===== config.mk =====
export PLATFORM = sky130hd
export DESIGN_NAME = peripheral_wifi_rx
export DESIGN_NICKNAME = d
export VERILOG_FILES = /design/src/rtl/wifi_rx_pkg.sv /design/src/rtl/uart_rx_core.sv /design/src/rtl/peripheral_wifi_rx.sv
export SDC_FILE = /design/constraint.sdc
export NUM_CORES = 1
export LEC_CHECK = 0
export BUFFER_PORTS_ARGS = -buffer_cell sky130_fd_sc_hd__clkbuf_2
export CAP_MARGIN = 25
export CORE_ASPECT_RATIO = 1.1
export CORE_MARGIN = 8
export CORE_UTILIZATION = 45
export DETAILED_ROUTE_END_ITERATION = 6
export SETUP_SLACK_MARGIN = 0.2
export SLEW_MARGIN = 20
export SYNTH_ARGS = -nofsm -noshare
export SYNTH_HDL_FRONTEND = slang
export SYNTH_SLANG_ARGS = --single-unit

===== constraint.sdc =====
create_clock -name clk -period 7.3 [get_ports clk]
set_input_delay 1.46 -clock clk [delete_from_list [all_inputs] [get_ports clk]]
set_output_delay 1.46 -clock clk [all_outputs]
set_load 0.01 [all_outputs]

===== src/rtl/wifi_rx_pkg.sv =====
// Shared types and constants for the WiFi UART receive peripheral.
package wifi_rx_pkg;

    typedef enum logic [2:0] {
        RX_IDLE,
        RX_START,
        RX_DATA,
        RX_STOP,
        RX_BREAK
    } rx_state_e;

    localparam logic [3:0] ADDR_DATA   = 4'h0;
    localparam logic [3:0] ADDR_STATUS = 4'h2;
    localparam logic [3:0] ADDR_CLEAR  = 4'h4;
    localparam logic [3:0] ADDR_COUNT  = 4'h6;

    localparam int STAT_NOT_EMPTY = 0;
    localparam int STAT_FULL      = 1;
    localparam int STAT_OVERRUN   = 2;
    localparam int STAT_FRAME_ERR = 3;
    localparam int STAT_RX_BUSY   = 4;

endpackage


===== src/rtl/uart_rx_core.sv =====
// 8N1 deserializer: 2-flop synchronizer, mid-bit sampling counter and frame FSM.
module uart_rx_core
    import wifi_rx_pkg::*;
#(
    parameter int CLKS_PER_BIT = 434
) (
    input  logic       clk,
    input  logic       rst,
    input  logic       rx,
    output logic       byte_valid,
    output logic [7:0] byte_data,
    output logic       frame_err_pulse,
    output logic       busy
);
    localparam int CW = $clog2(CLKS_PER_BIT);

    rx_state_e     state_q, state_d;
    logic          sync1_q, sync2_q, prev_q;
    logic [CW-1:0] cnt_q, cnt_d;
    logic [2:0]    idx_q, idx_d;
    logic [7:0]    shift_q, shift_d;

    always_ff @(posedge clk or negedge rst) begin
        if (!rst) begin
            state_q <= RX_IDLE;
            sync1_q <= 1'b1;
            sync2_q <= 1'b1;
            prev_q  <= 1'b1;
            cnt_q   <= '0;
            idx_q   <= '0;
            shift_q <= '0;
        end else begin
            state_q <= state_d;
            sync1_q <= rx;
            sync2_q <= sync1_q;
            prev_q  <= sync2_q;
            cnt_q   <= cnt_d;
            idx_q   <= idx_d;
            shift_q <= shift_d;
        end
    end

    always_comb begin
        state_d         = state_q;
        cnt_d           = (cnt_q != '0) ? cnt_q - 1'b1 : cnt_q;
        idx_d           = idx_q;
        shift_d         = shift_q;
        byte_valid      = 1'b0;
        frame_err_pulse = 1'b0;
        unique case (state_q)
            RX_IDLE: begin
                if (prev_q && !sync2_q) begin
                    cnt_d   = CW'(CLKS_PER_BIT / 2 - 1);
                    state_d = RX_START;
                end
            end
            RX_START: begin
                // Re-check the line at mid start bit to reject short glitches.
                if (cnt_q == '0) begin
                    if (!sync2_q) begin
                        state_d = RX_DATA;
                        idx_d   = '0;
                        cnt_d   = CW'(CLKS_PER_BIT - 1);
                    end else begin
                        state_d = RX_IDLE;
                    end
                end
            end
            RX_DATA: begin
                if (cnt_q == '0) begin
                    shift_d = {sync2_q, shift_q[7:1]};
                    cnt_d   = CW'(CLKS_PER_BIT - 1);
                    idx_d   = idx_q + 1'b1;
                    if (idx_q == 3'd7) state_d = RX_STOP;
                end
            end
            RX_STOP: begin
                if (cnt_q == '0) begin
                    if (sync2_q) begin
                        byte_valid = 1'b1;
                        state_d    = RX_IDLE;
                    end else begin
                        frame_err_pulse = 1'b1;
                        state_d         = RX_BREAK;
                    end
                end
            end
            RX_BREAK: begin
                if (sync2_q) state_d = RX_IDLE;
            end
            default: state_d = RX_IDLE;
        endcase
    end

    assign byte_data = shift_q;
    assign busy      = (state_q != RX_IDLE);

endmodule


===== src/rtl/peripheral_wifi_rx.sv =====
// J1 I/O-bus UART receiver for the WiFi module: receive FIFO, sticky error flags, register decode.
module peripheral_wifi_rx
    import wifi_rx_pkg::*;
#(
    parameter int CLKS_PER_BIT = 434,
    parameter int FIFO_DEPTH   = 16
) (
    input  logic        clk,
    input  logic        rst,
    input  logic [15:0] d_in,
    input  logic        cs,
    input  logic [3:0]  addr,
    input  logic        rd,
    input  logic        wr,
    output logic [15:0] d_out,
    input  logic        rx,
    output logic        irq
);
    localparam int AW = $clog2(FIFO_DEPTH);

    logic          byte_valid, frame_err_pulse, busy;
    logic [7:0]    byte_data;
    logic [AW:0]   wr_ptr_q, wr_ptr_d, rd_ptr_q, rd_ptr_d, count;
    logic [7:0]    mem_q [FIFO_DEPTH];
    logic          ovr_q, ovr_d, ferr_q, ferr_d, irq_q;
    logic          empty, full, pop, push, clr_wr, flush;
    logic [15:0]   status;
    logic          unused_d_in;

    uart_rx_core #(.CLKS_PER_BIT(CLKS_PER_BIT)) u_core (
        .clk             (clk),
        .rst             (rst),
        .rx              (rx),
        .byte_valid      (byte_valid),
        .byte_data       (byte_data),
        .frame_err_pulse (frame_err_pulse),
        .busy            (busy)
    );

    assign count  = wr_ptr_q - rd_ptr_q;
    assign empty  = (wr_ptr_q == rd_ptr_q);
    assign full   = (wr_ptr_q[AW] != rd_ptr_q[AW]) && (wr_ptr_q[AW-1:0] == rd_ptr_q[AW-1:0]);
    assign pop    = cs && rd && (addr == ADDR_DATA) && !empty;
    assign clr_wr = cs && wr && (addr == ADDR_CLEAR);
    assign flush  = clr_wr && d_in[2];
    // A same-cycle pop frees the slot, so a full FIFO still accepts the byte.
    assign push   = byte_valid && (!full || pop) && !flush;

    always_comb begin
        wr_ptr_d = wr_ptr_q;
        rd_ptr_d = rd_ptr_q;
        if (flush) begin
            wr_ptr_d = '0;
            rd_ptr_d = '0;
        end else begin
            if (push) wr_ptr_d = wr_ptr_q + 1'b1;
            if (pop)  rd_ptr_d = rd_ptr_q + 1'b1;
        end
        // Set beats clear when both land in the same cycle.
        ovr_d  = (ovr_q && !(clr_wr && d_in[0])) || (byte_valid && full && !pop);
        ferr_d = (ferr_q && !(clr_wr && d_in[1])) || frame_err_pulse;
    end

    always_ff @(posedge clk or negedge rst) begin
        if (!rst) begin
            wr_ptr_q <= '0;
            rd_ptr_q <= '0;
            ovr_q    <= 1'b0;
            ferr_q   <= 1'b0;
            irq_q    <= 1'b0;
        end else begin
            wr_ptr_q <= wr_ptr_d;
            rd_ptr_q <= rd_ptr_d;
            ovr_q    <= ovr_d;
            ferr_q   <= ferr_d;
            irq_q    <= !empty;
        end
    end

    always_ff @(posedge clk) begin
        if (push) mem_q[wr_ptr_q[AW-1:0]] <= byte_data;
    end

    always_comb begin
        status                 = '0;
        status[STAT_NOT_EMPTY] = !empty;
        status[STAT_FULL]      = full;
        status[STAT_OVERRUN]   = ovr_q;
        status[STAT_FRAME_ERR] = ferr_q;
        status[STAT_RX_BUSY]   = busy;
        d_out = '0;
        if (cs && rd) begin
            case (addr)
                ADDR_DATA:   d_out = empty ? 16'h0000 : {8'h00, mem_q[rd_ptr_q[AW-1:0]]};
                ADDR_STATUS: d_out = status;
                ADDR_COUNT:  d_out = 16'(count);
                default:     d_out = '0;
            endcase
        end
    end

    assign irq         = irq_q;
    assign unused_d_in = ^d_in[15:3];

endmodule


## Yosys cells after proc, flatten, opt, wreduce, memory -nomap -nowiden

Memory sizes are Yosys's and may differ from the RTL's.
Cells that the tools add are included.

- ROM bits: 0
- Memories kept: 1
- Register bits: 39
- RAM bits: 128
- Input bits: 26
- Output and inout bits: 17
- Bits in latches: 0
- Word-level logic and storage cells: 107

- Mux-type cells: 34
- Bitwise logic cells: 0
- $mul: 0
- Add/sub/neg operators: 5
- Shift-type cells: 0
- Magnitude comparators: 0
- Divide/modulo/power cells: 0
- Equality and inequality tests: 18
- Reduce and logical (&&, ||, !) cells: 37

Memories:

| name | depth | width | read ports | clocked after memory_dff | wr ports | RTL line | RTL |
|---|---|---|---|---|---|---|---|
| mem_q | 16 | 8 | 1 | 0 | 1 | peripheral_wifi_rx.sv:24 | `logic [7:0] mem_q [FIFO_DEPTH];` |

Operators with widths:

| kind | number |
|---|---|
| 9-bit two-way mux | 5 |
| 3-bit two-way mux | 10 |
| 9-bit case mux with 3 select lines | 1 |
| 8-bit case mux with 3 select lines | 1 |
| 5-bit two-way mux | 4 |
| 1-bit logical AND | 16 |
| 8-bit two-way mux | 2 |
| 3-bit case mux with 5 select lines | 1 |
| 2-bit by 1-bit != test with 1-bit output (second input constant) | 6 |
| 5-bit by 1-bit adder with 5-bit output (second input constant) | 2 |
| 9-bit zero test | 1 |
| 9-bit nonzero test | 1 |
| 9-bit by 1-bit subtractor with 9-bit output (second input constant) | 1 |
| 4-bit by 3-bit == test with 1-bit output (second input constant) | 2 |
| 1-bit two-way mux | 8 |
| 1-bit zero test | 7 |
| 3-bit by 2-bit == test with 1-bit output (second input constant) | 2 |
| 3-bit == test (second input constant) | 2 |
| 3-bit case mux with 2 select lines | 1 |
| 6-bit AND reduction | 1 |
| 2-bit nonzero test | 3 |
| 5-bit == test | 1 |
| 5-bit subtractor | 1 |
| 4-bit by 2-bit == test with 1-bit output (second input constant) | 1 |
| other kinds (12) | 14 |

## Depth between registers and ports, before layout

Gate-level depths: netlist of the first run.

- Word-level depth: 8
- Mapped depth: 11
- Depth with buffers taken out: 8

## By module

From an unflattened synthesis of the first run, not the netlist that was laid out.

- Cell total of the unflattened synthesis: 481
- Area, all modules: 7430.9 um^2

Modules (own cells, without submodules):

| module | times used | area an instance (um^2) | seq. area each (um^2) | cells each |
|---|---|---|---|---|
| peripheral_wifi_rx | 1 | 5992.0 | 4169.0 | 345 |
| uart_rx_core | 1 | 1438.9 | 654.4 | 136 |

## Worst setup path before layout of the first run

Ideal clock, no wire load.

- Kind: input to output
- Start point: input addr[3]
- End point: output d_out[5]
- Stages on the path: 4
- Setup slack: 3.217 ns
- Data arrival time: 2.623 ns
- Required time: 5.840 ns
- Buffers on the path: 1
- Path through: and4bb_2 > o211ai_1 > clkbuf_1 > nor4_1

- Longest elaborated chain between the ends: 3
- Elaborated cells between the ends (all ways): 5
- Those cells by class: eq/ne: 2; mux: 2; reduce/logical: 1

Ends and longest elaborated chain:

| item | RTL line | RTL |
|---|---|---|
| start: declaration | peripheral_wifi_rx.sv:12 | `input logic [3:0] addr,` |
| 4-bit by 3-bit == test with 1-bit output, or another cell as far along | peripheral_wifi_rx.sv:93 | `case (addr)` |
| 8-bit case mux with 3 select lines * | peripheral_wifi_rx.sv:93 |  |
| 8-bit two-way mux * | peripheral_wifi_rx.sv:92 | `if (cs && rd) begin` |
| end: declaration | peripheral_wifi_rx.sv:15 | `output logic [15:0] d_out,` |

Mark *: on every way between the ends. The rest lies on a longest branch, timed or not.

## Worst setup path in the final report of the first run

- Start point: register rd_ptr_q[2]
- End point: output d_out[6]

- Longest elaborated chain between the ends: 4
- Elaborated cells between the ends (all ways): 5
- Those cells by class: eq/ne: 1; mux: 3; memory: 1

Ends and longest elaborated chain:

| item | RTL line | RTL |
|---|---|---|
| start: declaration | peripheral_wifi_rx.sv:23 | `logic [AW:0] wr_ptr_q, wr_ptr_d, rd_ptr_q, rd_ptr_d, count;` |
| start signal: assignment | peripheral_wifi_rx.sv:73 | `rd_ptr_q <= rd_ptr_d;` |
| memory 16 x 8 bit or 5-bit == test (tied branches) | - |  |
| 8-bit two-way mux * | peripheral_wifi_rx.sv:94 | `ADDR_DATA: d_out = empty ? 16'h0000 : {8'h00, mem_q[rd_ptr_q[AW-1:0]]};` |
| 8-bit case mux with 3 select lines * | peripheral_wifi_rx.sv:93 |  |
| 8-bit two-way mux * | peripheral_wifi_rx.sv:92 |  |

Marked as above.

==> results of run 1 <==
## where the power goes
part           switching [mW]  total, mW  internal, mW
registers              0.0388       1.08          1.05
clock network           0.359      0.822         0.464
logic                   0.163      0.294         0.130
## critical path: stages (launching register included)
cell and delay (ps):
dfrtp_1 820, inv_1 290, ha_1 410, nand4_1 180
o211ai_1 100, buf_4 210, nor4_1 410, clkbuf_2 220
## metal layers
metal,vias to the layer above,wire length (um),part of all wire (%)
li1,1896,-,-
met1,2084,6421,43
met2,90,7495,50
met3,18,736,4.9
met4,0,240,1.6
met5,-,0,0
## per-stage QoR
stage | setup WS [ps] | hold WS, ps | util (%) | std cells | power, mW
6_report | 2743 | 351.7 | 51.52 | 727 | 2.201
5_1_grt | 2548 | 352.3 | 51.52 | 727 | 2.291
4_1_cts | 2687 | 352.9 | 51.34 | 726 | 2.215
3_5_place_dp | 2991 | 347.6 | 47.93 | 695 | 1.398
3_3_place_gp | 3023 | 346.3 | 47.93 | 695 | 1.389
2_1_floorplan | 3217 | 345.2 | - | 498 | 1.326
## registers in the layout, indices dropped and copies added (netlist names), 3 cells and up
name,count
mem_q,128
u_core.cnt_q,9
u_core.byte_data,8
rd_ptr_q,5
wr_ptr_q,5
u_core.idx_q,3
u_core.state_q,3
## kinds of logic after synthesis
kind of cell               share of synthesized area, %
xor gates and xnor gates                          1.807
buffers and inverters                             3.131
other                                           0.05157
DFF                                               66.33
muxes                                             11.22
AOI/OAI and AO/OA                                 4.783
adders and majority gates                         2.684
and+or+nand+nor                                   9.997
## layout make-up
class	instances	area [um^2]	area share [%]
inverters	14	52.55	0.6482
flip-flops and latches	167	4825	59.52
well taps	200	250.2	3.087
clock inverters	13	107.6	1.327
clock buffers	18	429.2	5.294
repair buffers	29	185.2	2.284
multi-input cells	286	2257	27.84
## how the worst min path moves through the flow
stage,cells after the start,endpoint,startpoint
2_1_floorplan,0,u_core.sync2_q,u_core.sync1_q
3_3_place_gp,0,u_core.sync2_q,u_core.sync1_q
3_5_place_dp,0,u_core.sync2_q,u_core.sync1_q
4_1_cts,0,u_core.sync2_q,u_core.sync1_q
5_1_grt,0,u_core.sync2_q,u_core.sync1_q
6_report,0,u_core.sync2_q,u_core.sync1_q
## cells in the mapped netlist, types with 3 or more instances
cell type / instances
nand2b_1: 4
dfstp_2: 3
nand3_1: 10
inv_1: 13
dfrtp_1: 36
xor2_1: 3
nor2b_1: 4
mux2i_1: 14
xnor2_1: 12
ha_1: 14
nor4_1: 6
or4_1: 3
buf_2: 11
o22ai_1: 7
o21ai_0: 5
a211oi_1: 6
mux4_2: 29
clkbuf_1: 7
a22oi_1: 3
edfxtp_1: 128
a21oi_1: 12
buf_4: 10
nor3_1: 17
nand2_1: 45
o211ai_1: 4
nor2_1: 44
==> results.toml, run 1 <==
[pwr]
p_leak_nw = 2.938
power_per_cell_area_mw_per_mm2 = 271.5
ir_drop_mv = 0.1583

[clock_tree]
post_cts_buffers = 0
cts_hold_buf = 0
insertion_delay_ps = 430
cts_tree = "built"
cts_max_path_buffers = 2
htree_levels = 4
cts_made_buffers = 17
post_cts_resized = 0
clock_sinks = 167
cts-root-buf = "clkbuf_16"
path_clk_slew_ps = 60

[route]
firstDrtPassIters = 5
drt_iter0_drc = 339
drc = 0
vias = 4088
wirelength_mm = 14.89
viasPerCell = 5.623
wl_per_cell_um = 20.49
ant_nets = 0

[layout]
final_cell_mix = "edfxtp_1, nand2_1, nor2_1"
area_growth_pct = 11.48
finish.instance_area_mm2 = 0.008107
diodes = 0
nets = 556
drive_gt1_share_pct = 19.54
n_fill_cell = 1315
mostFrequentLayoutCell = "edfxtp_1"

[timing]
rsz0062_at_grt = "false"
max_freq_ghz = 0.2194
worst_pin_slew_ps = 1044
fin_tns_setup_ps = 0
finalHoldViolCount = 0
slew_viol_final = 0
max-slew-margin-rel_pct = 30.12
final.setup_skew_ps = 7.850
layout_worst_path_cycle_share_pct = 62.43
setup_violations = 0
min_period_ps = 4557

[placement]
port_buffers = 21
gp_congestion = 0.7761
hpwlAfterDp_mm = 9.831
dpl-instance-area_mm2 = 0.007542

[global_route]
use_met2_pct = 25.52
busiest_layer = "met2"
grt_util_all_layers_pct = 15.72
use_met3_pct = 3.437
grt_antenna_before_repair = 0
grt_use_met1_pct = 20.19
grt_max_degree = 40
grt_overflow = 0
grt_pass1_wl_mm = 23.94
grt_pass1_vias = 4239

[min_path]
hold_path_class = "flip-flop to flip-flop"

[setup_path]
r2r-start = "rd_ptr_q[2]"
cp.arrival_ps = 3100
startpoint = "rd_ptr_q[2]"
crit_end = "d_out[6]"
rrSetupSlack_ps = 3560
required_ps = 5840
r2r-end = "mem_q[8][0]"
path_max_fanout = 14
start_kind = "flip-flop"
cp-end-kind = "output pin"
r2r_cells = 7
crit_type = "flip-flop to output pin"

[logic_synthesis]
ys.flop_type = "edfxtp_1"
synthTopCellsByArea = "edfxtp_1, dfrtp_1, mux4_2, ha_1, nand2_1"
synth_cells = 491
synth-seq-cells = 167
synth_edf_count = 128
syn_avg_cell_area_um2 = 14.81
netlist_area_mm2 = 0.007272
ys_warn_count = 0
synth_cell_types = 55
synth_top_area_share_pct = 52.86
yosysSeqAreaShare_pct = 66.33
async_flop_share_pct = 23.35
yosysTopAreaCell = "edfxtp_1"

[status]
status = "completed"

[die]
pin_count = 43
core_mm2 = 0.01574
rows = 48
start_util_pct = 46.22
die-area_mm2 = 0.02049
die_h_um = 149.3
die_w_um = 137.2

[flow_run]
drv_cap = 0
(Power assumes the default switching activity.)
==> inputs of run 2 (changes only) <==
clock period = 4.5 ns   (was 7.3 ns; I/O delays follow)
==> run 2 against run 1 <==
Effect of this change:
- global-route usage barely moved
- core utilization rose by 0.64 points
- clock skew rose by 6.1 ps
- sequential share of layout area fell by 0.73 points
- critical endpoint is now d_out[5]
- cell count rose by 1.1%
- flip-flop and latch count did not move
- clock power rose by 74%
- hold slack improved by 5.6 ps
- sequential power rose by 64%
- non-clock buffer count rose by 7
- final area rose by 1.3%
==> results.toml, run 2 (synthesized netlist as in run 1, its figures left out) <==
[global_route]
grt_pass1_vias = 4175
grt_antenna_before_repair = 0
grt_overflow = 0
grt_util_all_layers_pct = 15.67
grt_max_degree = 40
grt_pass1_wl_mm = 23.94

[setup_path]
path_max_fanout = 12
rrSetupSlack_ps = 1030
cp.arrival_ps = 2930
start_kind = "flip-flop"
crit_family = "flip-flops"
cp-end-kind = "output pin"
crit_type = "flip-flop to output pin"
critPathBufInv = 3
critPathMaxStageDelay_ps = 810
required_ps = 3600
cp_cell_sequence = "inv_1 -> ha_1 -> nand4_1 -> o211ai_1 -> buf_4 -> nor4_1 -> clkbuf_2"
crit_slowest_cell = "dfrtp_1"

[timing]
worst_pin_slew_ps = 882.2
setup_violations = 0
fin_tns_setup_ps = 0
finalHoldViolCount = 0
min_period_ps = 3835
layout_worst_path_cycle_share_pct = 85.22
rsz0062_at_grt = "false"
max_freq_ghz = 0.2608
slew_viol_final = 0
whs_ps = 357.3
final.setup_skew_ps = 13.92
max-slew-margin-rel_pct = 40.97

[layout]
instances_no_fill = 735
area_growth_pct = 12.87
drive_gt1_share_pct = 20.37
diodes = 0
n_fill_cell = 1312
finish.instance_area_mm2 = 0.008208
mostFrequentLayoutCell = "edfxtp_1"
final_cell_mix = "edfxtp_1, nand2_1, nor2_1"
largest_reg_flops = 128
nets = 563

[die]
rows = 48
die_w_um = 137.2
die-area_mm2 = 0.02049
start_util_pct = 46.22
die_h_um = 149.3
pin_count = 43
core_mm2 = 0.01574

[route]
ant_nets = 0
drt_iter0_drc = 257
firstDrtPassIters = 4
wl_per_cell_um = 20.50
viasPerCell = 5.543
vias = 4074
drc = 0
wirelength_mm = 15.07

[min_path]
hold_path_class = "flip-flop to flip-flop"

[pwr]
total_power_mw = 3.687
ir_drop_mv = 0.2574
p_leak_nw = 3.023
power_per_cell_area_mw_per_mm2 = 449.2

[placement]
place_inst = 702
port_buffers = 21
gp_congestion = 0.8282
dpl-instance-area_mm2 = 0.007597
hpwlAfterDp_mm = 10.38

[clock_tree]
htree_levels = 4
cts_max_path_buffers = 2
cts-root-buf = "clkbuf_16"
cts_hold_buf = 0
clock_sinks = 167
post_cts_buffers = 0
cts_made_buffers = 17
cts_tree = "built"
insertion_delay_ps = 430
post_cts_resized = 0
path_clk_slew_ps = 60

[flow_run]
drv_cap = 0

[status]
status = "completed"
run 2: final cells by class:
class                           count  area [um^2]  area share (%)
Timing Repair Buffer               36        242.7           2.957
Clock buffer                       21        483.0           5.884
Tap cell                          200        250.2           3.049
Sequential cell                   167         4825           58.78
Multi-Input combinational cell    286         2247           27.38
Inverter                           14        52.55          0.6402
Clock inverter                     11        107.6           1.311
run 2: metrics by stage:
step	util (%)	setup slack [ps]
detailed placement	48.28	985.5
global placement	48.28	1061
global route	52.16	475.5
CTS	52.04	573.5
finish	52.16	665.2
floorplan	-	1317
run 2: worst paths after layout:
check,cells after the start,to,from
hold reg to reg,0,u_core.sync2_q,u_core.sync1_q
min in group asynchronous,1,u_core.cnt_q[2],rst
setup reg to reg,7,mem_q[8][3],rd_ptr_q[2]
hold / removal,0,u_core.sync2_q,u_core.sync1_q
max in group asynchronous,2,u_core.sync1_q,rst
setup / recovery,7,d_out[5],rd_ptr_q[2]
run 2: layer usage:
layer | vias to the layer above | share of wire, % | track usage [%]
met5 | - | 0 | 0
met4 | 0 | 1.4 | 5.383
met3 | 13 | 3.6 | 3.133
met2 | 70 | 51 | 25.37
met1 | 2083 | 44 | 20.59
li1 | 1908 | - | -
run 2: power by group:
part | switching [mW] | internal (mW)
Clock | 0.599 | 0.836
Combinational | 0.265 | 0.219
Sequential | 0.0719 | 1.70
Total | 0.935 | 2.75
==> inputs of run 3 (changes only) <==
clock period = 3.2 ns   (was 4.5 ns; I/O delays follow)
==> run 3 against run 2 <==
Effect of this change:
- combinational power grew 89%
- clock power grew 49%
- sequential power grew 40%
- die area is the same
- critical path depth grew 2
- cell count grew 3.4%
- critical path type unchanged
- first-iteration DRC count grew 49%
==> results.toml, run 3 (synthesized netlist as in run 1, its figures left out) <==
[clock_tree]
cts_hold_buf = 0
cts-root-buf = "clkbuf_16"
insertion_delay_ps = 420
cts_tree = "built"
path_clk_slew_ps = 60
htree_levels = 4
cts_made_buffers = 17
cts_max_path_buffers = 2
clock_sinks = 167

[route]
viasPerCell = 5.584
drc = 0
ant_nets = 0
wirelength_mm = 16.12
firstDrtPassIters = 5
vias = 4244
wl_per_cell_um = 21.21
drt_iter0_drc = 382

[timing]
final.setup_skew_ps = 9.135
fin_tns_setup_ps = 0
layout_worst_path_cycle_share_pct = 96.50
setup_violations = 0
setup_ws_ps = 112.1
rsz0062_at_grt = "true"
slew_viol_final = 0
min_period_ps = 3088
worst_pin_slew_ps = 1037
max_freq_ghz = 0.3238
max-slew-margin-rel_pct = 30.52
finalHoldViolCount = 0

[die]
start_util_pct = 46.22
rows = 48
die-area_mm2 = 0.02049
pin_count = 43
die_w_um = 137.2
die_h_um = 149.3
core_mm2 = 0.01574

[layout]
largest_reg_flops = 128
drive_gt1_share_pct = 29.64
diodes = 0
fin_util_pct = 55.34
n_fill_cell = 1227
finish.instance_area_mm2 = 0.008708
area_growth_pct = 19.75
mostFrequentLayoutCell = "edfxtp_1"
multiInputGateArea_mm2 = 0.002421
ff_latch_area_mm2 = 0.004827
nets = 588
final_cell_mix = "edfxtp_1, nand2_1, nor2_1"

[placement]
pre_cts_ws_ps = 172.4
dpl-instance-area_mm2 = 0.007615
hpwlAfterDp_mm = 10.03
gp_congestion = 0.8290
port_buffers = 21

[setup_path]
required_ps = 2560
cp-end-kind = "output pin"
cp.arrival_ps = 2450
crit_type = "flip-flop to output pin"
start_kind = "flip-flop"
path_max_fanout = 6

[global_route]
busiest_layer = "met2"
use_met3_pct = 2.965
grt_antenna_before_repair = 0
grt_pass1_wl_mm = 24.43
grt_util_all_layers_pct = 15.93
grt_pass1_vias = 4229
grt_overflow = 0
grt_use_met1_pct = 21.60
use_met2_pct = 24.86
grt_max_degree = 40

[pwr]
p_leak_nw = 3.234
ir_drop_mv = 0.3529
power_per_cell_area_mw_per_mm2 = 635.0
total_power_mw = 5.530

[flow_run]
drv_cap = 0

[min_path]
hold_path_class = "input pin to flip-flop"

[status]
status = "completed"
-- run 3: final timing paths --
kind,startpoint,endpoint,slack [ps],depth (start not counted)
min in group asynchronous,rst,u_core.cnt_q[0],360,1
hold / removal,rx,u_core.sync1_q,300,1
max in group asynchronous,rst,rd_ptr_q[2],2200,1
hold reg to reg,u_core.sync1_q,u_core.sync2_q,360,0
setup reg to reg,u_core.cnt_q[3],mem_q[0][7],300,5
setup / recovery,rd_ptr_q[2],d_out[3],110,9
-- run 3: metal layers --
metal	wire length, um	vias to the layer above
met5	0	-
met2	8137	106
li1	-	1957
met3	780	17
met4	273	0
met1	6929	2164
-- run 3: repair_timing --
action | in CTS | in global routing
gates cloned | 1 | 3
resized for setup | 12 | 43
buffers inserted | 5 | 16
pin swaps | 0 | 13
endpoints found under the setup margin | 8 | 112
-- run 3: through the flow --
step           std cells  hold WS [ps]
2_1_floorplan        498         344.4
3_3_place_gp         703         348.6
3_5_place_dp         703         351.2
4_1_cts              741         286.6
5_1_grt              760         295.8
6_report             760         303.8
-- run 3: area by class of cell --
cell class                 instances  share of cell area (%)
clock inverter                     6                  0.8333
sequential                       167                   55.43
inverter                          14                  0.6322
clock buffer                      26                   6.480
multi-input combinational        286                   27.80
timing repair buffer              61                   5.948
tap                              200                   2.874
-- run 3: critical path, stage by stage, from the launching register on --
cell      delay (ps)
dfrtp_2          440
inv_4             60
ha_4             300
nand4_1          160
buf_4            190
o211ai_1         320
buf_6            190
a211o_1          130
o211ai_1          80
buf_2            150
-- run 3: power by group --
group / internal [mW] / switching [mW]
Sequential: 2.39 / 0.0975
Combinational: 0.463 / 0.449
Clock: 1.31 / 0.823
Total: 4.16 / 1.37
